`config.mk`:
```
export PLATFORM = sky130hd
export DESIGN_NAME = id_operand_stage
export DESIGN_NICKNAME = d
export VERILOG_FILES = /design/src/rtl/riscv_pkg.sv /design/src/rtl/imm_gen.sv /design/src/rtl/id_operand_stage.sv
export SDC_FILE = /design/constraint.sdc
export NUM_CORES = 1
export LEC_CHECK = 0
export ABC_AREA = 1
export ABC_CLOCK_PERIOD_IN_PS = 6600
export BUFFER_PORTS_ARGS = -buffer_cell sky130_fd_sc_hd__clkbuf_2
export CAP_MARGIN = 20
export CORE_AREA = 2 2 158 160
export CTS_CLUSTER_DIAMETER = 50
export DETAILED_ROUTE_END_ITERATION = 10
export DIE_AREA = 0 0 160 162
export PLACE_DENSITY = 0.69
export SYNTH_ARGS = -nofsm -noshare
export SYNTH_HDL_FRONTEND = slang
export SYNTH_SLANG_ARGS = --single-unit
```
`constraint.sdc`:
```
create_clock -name clk -period 6.6 [get_ports clk]
set_clock_uncertainty 0.15 [all_clocks]
set_input_delay 0.99 -clock clk [delete_from_list [all_inputs] [get_ports clk]]
set_output_delay 0.99 -clock clk [all_outputs]
set_load 0.005 [all_outputs]
```
`src/rtl/riscv_pkg.sv`:
```
// Shared RV32I decode constants and immediate-format classification
// for the decode/operand-fetch slice.
package riscv_pkg;

    localparam int unsigned XLEN_DEFAULT = 32;

    localparam logic [6:0] OP     = 7'b0110011;
    localparam logic [6:0] OP_IMM = 7'b0010011;
    localparam logic [6:0] LOAD   = 7'b0000011;
    localparam logic [6:0] STORE  = 7'b0100011;
    localparam logic [6:0] BRANCH = 7'b1100011;
    localparam logic [6:0] JAL    = 7'b1101111;
    localparam logic [6:0] JALR   = 7'b1100111;
    localparam logic [6:0] LUI    = 7'b0110111;
    localparam logic [6:0] AUIPC  = 7'b0010111;
    localparam logic [6:0] SYSTEM = 7'b1110011;

    typedef enum logic [2:0] {
        IMM_NONE,
        IMM_I,
        IMM_S,
        IMM_B,
        IMM_U,
        IMM_J
    } imm_fmt_e;

    function automatic imm_fmt_e imm_fmt(input logic [6:0] opc);
        case (opc)
            OP_IMM, LOAD, JALR, SYSTEM: imm_fmt = IMM_I;
            STORE:                      imm_fmt = IMM_S;
            BRANCH:                     imm_fmt = IMM_B;
            LUI, AUIPC:                 imm_fmt = IMM_U;
            JAL:                        imm_fmt = IMM_J;
            default:                    imm_fmt = IMM_NONE;
        endcase
    endfunction

endpackage

```
`src/rtl/imm_gen.sv`:
```
// Combinational RV32I immediate generator; OP and unknown opcodes yield zero.
module imm_gen
    import riscv_pkg::*;
#(
    parameter int unsigned XLEN = XLEN_DEFAULT
) (
    input  logic [31:0]     instr,
    output logic [XLEN-1:0] imm
);

    logic [31:0] imm32;

    always_comb begin
        imm32 = '0;
        case (imm_fmt(instr[6:0]))
            IMM_I:   imm32 = {{20{instr[31]}}, instr[31:20]};
            IMM_S:   imm32 = {{20{instr[31]}}, instr[31:25], instr[11:7]};
            IMM_B:   imm32 = {{19{instr[31]}}, instr[31], instr[7], instr[30:25], instr[11:8], 1'b0};
            IMM_U:   imm32 = {instr[31:12], 12'b0};
            IMM_J:   imm32 = {{11{instr[31]}}, instr[31], instr[19:12], instr[20], instr[30:21], 1'b0};
            default: imm32 = '0;
        endcase
    end

    // Sign-extend without a zero-width replication when XLEN is 32.
    assign imm = {{(XLEN-31){imm32[31]}}, imm32[30:0]};

endmodule

```
`src/rtl/id_operand_stage.sv`:
```
// Decode/operand-fetch stage: register-file addressing, EX/MEM/WB forwarding,
// load-use stall and the ID/EX pipeline register.
module id_operand_stage
    import riscv_pkg::*;
#(
    parameter int unsigned XLEN = XLEN_DEFAULT
) (
    input  logic            clk,
    input  logic            rst,
    input  logic            if_valid,
    input  logic [31:0]     if_instr,
    input  logic [XLEN-1:0] if_pc,
    output logic            id_ready,
    output logic [4:0]      raddr0,
    output logic [4:0]      raddr1,
    input  logic [XLEN-1:0] rdata0,
    input  logic [XLEN-1:0] rdata1,
    input  logic            ex_fwd_we,
    input  logic [4:0]      ex_fwd_rd,
    input  logic            ex_fwd_load,
    input  logic [XLEN-1:0] ex_fwd_data,
    input  logic            mem_fwd_we,
    input  logic [4:0]      mem_fwd_rd,
    input  logic [XLEN-1:0] mem_fwd_data,
    input  logic            wb_we,
    input  logic [4:0]      wb_waddr,
    input  logic [XLEN-1:0] wb_wdata,
    input  logic            flush,
    input  logic            ex_ready,
    output logic            ex_valid,
    output logic [XLEN-1:0] ex_pc,
    output logic [XLEN-1:0] ex_op_a,
    output logic [XLEN-1:0] ex_op_b,
    output logic [XLEN-1:0] ex_imm,
    output logic [4:0]      ex_rd,
    output logic [6:0]      ex_opcode,
    output logic [2:0]      ex_funct3,
    output logic            ex_funct7b5,
    output logic            ex_wen
);

    logic [6:0]      opc;
    logic [2:0]      f3;
    logic [4:0]      rd;
    logic [4:0]      rs   [2];
    logic [XLEN-1:0] rdat [2];
    logic [XLEN-1:0] opv  [2];
    logic [XLEN-1:0] imm;
    logic            uses_rs1, uses_rs2, writes_rd;
    logic            load_use, ex_ready_eff;

    assign opc     = if_instr[6:0];
    assign f3      = if_instr[14:12];
    assign rd      = if_instr[11:7];
    assign raddr0  = if_instr[19:15];
    assign raddr1  = if_instr[24:20];
    assign rs[0]   = raddr0;
    assign rs[1]   = raddr1;
    assign rdat[0] = rdata0;
    assign rdat[1] = rdata1;

    imm_gen #(.XLEN(XLEN)) u_imm_gen (
        .instr (if_instr),
        .imm   (imm)
    );

    // Youngest producer wins; a load in EX has no data yet and is handled by the stall.
    always_comb begin
        for (int unsigned i = 0; i < 2; i++) begin
            opv[i] = rdat[i];
            if (rs[i] == 5'd0)
                opv[i] = '0;
            else if (ex_fwd_we && ex_fwd_rd == rs[i] && !ex_fwd_load)
                opv[i] = ex_fwd_data;
            else if (mem_fwd_we && mem_fwd_rd == rs[i])
                opv[i] = mem_fwd_data;
            else if (wb_we && wb_waddr == rs[i])
                opv[i] = wb_wdata;
        end
    end

    always_comb begin
        uses_rs1  = !(opc inside {LUI, AUIPC, JAL});
        uses_rs2  = opc inside {OP, STORE, BRANCH};
        writes_rd = (rd != 5'd0) &&
                    ((opc inside {OP, OP_IMM, LOAD, JAL, JALR, LUI, AUIPC}) ||
                     (opc == SYSTEM && f3 != 3'b000));
    end

    assign load_use = if_valid && ex_fwd_we && ex_fwd_load && (ex_fwd_rd != 5'd0) &&
                      ((uses_rs1 && rs[0] == ex_fwd_rd) || (uses_rs2 && rs[1] == ex_fwd_rd));

    assign ex_ready_eff = ex_ready || !ex_valid;
    assign id_ready     = ex_ready_eff && !load_use;

    always_ff @(posedge clk or posedge rst) begin
        if (rst) begin
            ex_valid    <= 1'b0;
            ex_pc       <= '0;
            ex_op_a     <= '0;
            ex_op_b     <= '0;
            ex_imm      <= '0;
            ex_rd       <= '0;
            ex_opcode   <= '0;
            ex_funct3   <= '0;
            ex_funct7b5 <= 1'b0;
            ex_wen      <= 1'b0;
        end else if (flush) begin
            ex_valid <= 1'b0;
        end else if (!ex_ready_eff) begin
            ex_valid <= ex_valid;
        end else if (load_use) begin
            ex_valid <= 1'b0;
        end else begin
            ex_valid    <= if_valid;
            ex_pc       <= if_pc;
            ex_op_a     <= opv[0];
            ex_op_b     <= opv[1];
            ex_imm      <= imm;
            ex_rd       <= rd;
            ex_opcode   <= opc;
            ex_funct3   <= f3;
            ex_funct7b5 <= if_instr[30];
            ex_wen      <= writes_rd;
        end
    end

endmodule
```
==> impl_metrics.xml <==
<?xml version="1.0" encoding="UTF-8"?>
<metrics>
  <group name="outcome">
    <metric name="outcome" unit="">completed</metric>
  </group>
  <group name="placement">
    <metric name="numPortBuffers" unit="">404</metric>
    <metric name="placer_congestion_estimate" unit="">0.965</metric>
    <metric name="post-dp-hpwl" unit="um">28600</metric>
  </group>
  <group name="synthesis">
    <metric name="ys_top_cells_by_count" unit="">602 x nand2_1, 178 x nand3_1, 146 x dfrtp_1</metric>
    <metric name="synth.most_common_cell" unit="">nand2_1</metric>
    <metric name="synthArstFlopShare" unit="%">100</metric>
    <metric name="netlist-cell-type-count" unit="">31</metric>
    <metric name="postSynthCellCount" unit="">1391</metric>
    <metric name="postSynthAreaPerCell" unit="um2">6.63</metric>
    <metric name="synthesis.nets" unit="">1639</metric>
    <metric name="area_share_of_the_leading_cell_type_in_the_synthesized_netlist" unit="%">39.6</metric>
    <metric name="synth_area_leaders" unit="">dfrtp_1 40%, nand2_1 24%, nand3_1 9.7%</metric>
    <metric name="yosysWarningCount" unit="">0</metric>
    <metric name="dominantRegCellSynth" unit="">dfrtp_1</metric>
    <metric name="synth.yosys.seq_area_share" unit="%">39.6</metric>
    <metric name="synth_top_area_cell" unit="">dfrtp_1</metric>
    <metric name="ff_latch_count_synth" unit="">146</metric>
    <metric name="syn_area" unit="mm2">0.00922</metric>
    <metric name="synth-edff-count" unit="">0</metric>
  </group>
  <group name="finish">
    <metric name="fillCellCount" unit="">2512</metric>
    <metric name="finish.utilization" unit="%">49.8</metric>
    <metric name="post_route_cells_drive_above_1_share" unit="%">28.1</metric>
    <metric name="nets" unit="">1978</metric>
    <metric name="areaGrowthSynthToFinish" unit="%">30.1</metric>
  </group>
  <group name="power_and_ir_drop">
    <metric name="overall_power_after_layout" unit="mW">2.64</metric>
    <metric name="p_per_area" unit="mW/mm2">220</metric>
    <metric name="ir_drop" unit="V">0.000109</metric>
    <metric name="p_leak" unit="nW">6.96</metric>
  </group>
  <group name="sta">
    <metric name="max_clock_freq" unit="MHz">251</metric>
    <metric name="report.final.hold_viol_count" unit="">0</metric>
    <metric name="timing.setup.tns" unit="ns">0</metric>
    <metric name="finalSetupViolations" unit="">0</metric>
    <metric name="slew_viol_final" unit="">0</metric>
    <metric name="slew_headroom" unit="%">33.9</metric>
    <metric name="grt_setup_unrepaired" unit="">false</metric>
    <metric name="layout_min_cycle_time" unit="ns">3.99</metric>
    <metric name="timing.hold.ws" unit="ns">0.328</metric>
    <metric name="timing.final.crit_share" unit="%">60.5</metric>
    <metric name="pin_slew_with_the_least_headroom_to_its_limit" unit="ns">0.989</metric>
  </group>
  <group name="route">
    <metric name="num_vias" unit="">11300</metric>
    <metric name="route.detailed.wl_per_inst" unit="um">19.7</metric>
    <metric name="wl" unit="um">40700</metric>
    <metric name="drc" unit="">0</metric>
    <metric name="detailed_router_iteration_count_before_antenna_repair" unit="">6</metric>
    <metric name="avgViaCountPerCell" unit="">5.48</metric>
    <metric name="ant_nets" unit="">0</metric>
    <metric name="detail_route.iter0.violations" unit="">1055</metric>
  </group>
  <group name="setup_path">
    <metric name="worst_path_max_delay_cell" unit="">buf_4</metric>
    <metric name="r2r_start" unit="">ex_valid</metric>
    <metric name="critical_path.reg2reg.endpoint" unit="">ex_op_a[6]</metric>
    <metric name="crit_end" unit="">id_ready</metric>
    <metric name="setup_slack_reg_to_reg" unit="ns">3.88</metric>
    <metric name="timing.critical_path.depth" unit="">11</metric>
    <metric name="critPathCaptureType" unit="">primary output</metric>
    <metric name="critical_path.cell_chain" unit="">clkbuf_2 &gt; inv_2 &gt; nor3_2 &gt; nand2_1 &gt; nand2_2 &gt; inv_2 &gt; nand2_1 &gt; nand2_2 &gt; a21boi_4 &gt; buf_4 &gt; clkbuf_2</metric>
    <metric name="critical-path-max-stage-delay" unit="ns">0.36</metric>
    <metric name="path_class" unit="">in -&gt; out</metric>
    <metric name="worstPathBufferInverterCount" unit="">5</metric>
    <metric name="critical_path_arrival" unit="ns">2.85</metric>
    <metric name="critPathLaunch" unit="">if_instr[2]</metric>
    <metric name="worst_r2r_path_depth" unit="">5</metric>
    <metric name="critical_path_fanouts_max" unit="">37</metric>
    <metric name="critical-path-top-delay-family" unit="">simple AND/OR/NAND/NOR gates</metric>
    <metric name="cp-start-kind" unit="">input port</metric>
    <metric name="data_required_time_of_the_worst_path" unit="ns">5.46</metric>
  </group>
  <group name="global_route">
    <metric name="grt_max_degree" unit="">88</metric>
    <metric name="grt_pass1_wl" unit="um">62600</metric>
    <metric name="gr-usage-all-layers" unit="%">31.1</metric>
    <metric name="grt_pass1_vias" unit="">11200</metric>
    <metric name="global_route.overflow_total" unit="">0</metric>
    <metric name="antenna_found_initial" unit="">2</metric>
  </group>
  <group name="die">
    <metric name="overall_die_area" unit="mm2">0.0259</metric>
    <metric name="floorplan.initialDensity" unit="%">38.3</metric>
    <metric name="die_width" unit="um">160</metric>
    <metric name="rows" unit="">57</metric>
    <metric name="floorplan.io_pins" unit="">405</metric>
    <metric name="floorplan.die.height" unit="um">162</metric>
    <metric name="fp.coreArea" unit="mm2">0.0241</metric>
  </group>
  <group name="clock_network">
    <metric name="tritoncts_num_sinks" unit="">146</metric>
    <metric name="number_of_cts_inserted_buffers" unit="">17</metric>
    <metric name="worst_setup_hold_path_clk_slew" unit="ns">0.07</metric>
    <metric name="worst_skew_pair.late_latency" unit="ns">0.42</metric>
    <metric name="postCtsSetupBuffers" unit="">0</metric>
    <metric name="cts_htree_levels" unit="">4</metric>
    <metric name="cts_root_buf" unit="">clkbuf_16</metric>
    <metric name="cts-root-to-sink-buffers" unit="">2</metric>
    <metric name="ctsHoldBuffers" unit="">0</metric>
    <metric name="ctsResizeCount" unit="">0</metric>
    <metric name="cts_tree" unit="">yes</metric>
  </group>
  <group name="hold_path">
    <metric name="worst_hold_startpoint" unit="">ex_imm[20]</metric>
    <metric name="hold_path_class" unit="">reg -&gt; reg</metric>
  </group>
  <group name="job">
    <metric name="max_cap_violations" unit="">0</metric>
  </group>
</metrics>
## layout make-up
class | count | area [um2] | area share [%]
inverter | 82 | 313 | 2.61
timing repair buffer | 426 | 2190 | 18.2
clock buffer | 18 | 429 | 3.58
multi-input combinational | 1057 | 4840 | 40.4
antenna | 1 | 2.50 | 0.0209
sequential | 146 | 3650 | 30.4
tap | 324 | 405 | 3.38
clock inverter | 14 | 166 | 1.39
## cells in the final DEF, fill, tap and decap left out, types with 6 or more instances in the layout
cell and n:
inv_8 6, nor2_1 41, inv_2 6, o21ai_1 10, o21ai_0 33, dfrtp_1 146, nor2_2 6, clkbuf_2 404
inv_1 75, nand4_1 131, nand3_1 178, nor3_1 16, buf_4 22, nand2_1 602, clkbuf_16 17
## power by group
| part | total [mW] | leakage [nW] | switching, mW | internal [mW] |
|---|---|---|---|---|
| clock | 1.00 | 0.294 | 0.458 | 0.543 |
| combinational | 0.594 | 4.82 | 0.380 | 0.214 |
| sequential | 1.05 | 1.84 | 0.0625 | 0.986 |
## how the worst min path moves through the flow
stage / to / slack (ns) / depth (start not counted)
4_1_cts: ex_pc[31] / 0.33 / 2
6_report: ex_imm[20] / 0.33 / 2
2_1_floorplan: ex_imm[31] / 0.32 / 2
3_5_place_dp: ex_op_a[7] / 0.31 / 2
5_1_grt: ex_pc[8] / 0.35 / 2
3_3_place_gp: ex_pc[9] / 0.31 / 2
## worst reg2reg max path: stages (launching register included)
cell and delay, ns:
dfrtp_1 0.38, nand2_1 0.21, nand3_4 0.64, nor2_4 1.04, nand2_1 0.14, nand2_1 0.09
## routing by layer
metal / share of wire [%] / global-route usage, % / wire (um)
met5: 0.032 / 0 / 13
met2: 45 / 50.4 / 18400
met4: 4.8 / 16.2 / 1940
met3: 11 / 7.94 / 4370
met1: 39 / 38.6 / 15900
## stage by stage
stage          std cells  setup slack (ns)  area [um2]
2_1_floorplan       1391              1.54        9220
3_3_place_gp        2035              2.37       11400
3_5_place_dp        2035              2.28       11400
4_1_cts             2067              2.66       12000
5_1_grt             2068              2.39       12000
6_report            2068              2.61       12000
## flip-flops by register name, indices dropped and copies added, names as in the netlist
| register | count |
|---|---|
| ex_funct3 | 3 |
| ex_funct7b5 | 1 |
| ex_imm | 32 |
| ex_op_a | 32 |
| ex_op_b | 32 |
| ex_opcode | 7 |
| ex_pc | 32 |
| ex_rd | 5 |
| ex_valid | 1 |
| ex_wen | 1 |
## logic make-up (layout without fill, tap and decap cells)
kind of cell,count (synthesis),in the layout,synth area share (%)
simple gates,988,988,47.2
buf+inv,188,540,8.86
flops,146,146,39.6
compound gates,62,62,3.69
xor+xnor,7,7,0.665
other cells,0,1,0
Note: power is estimated with default switching activity, not from simulation.
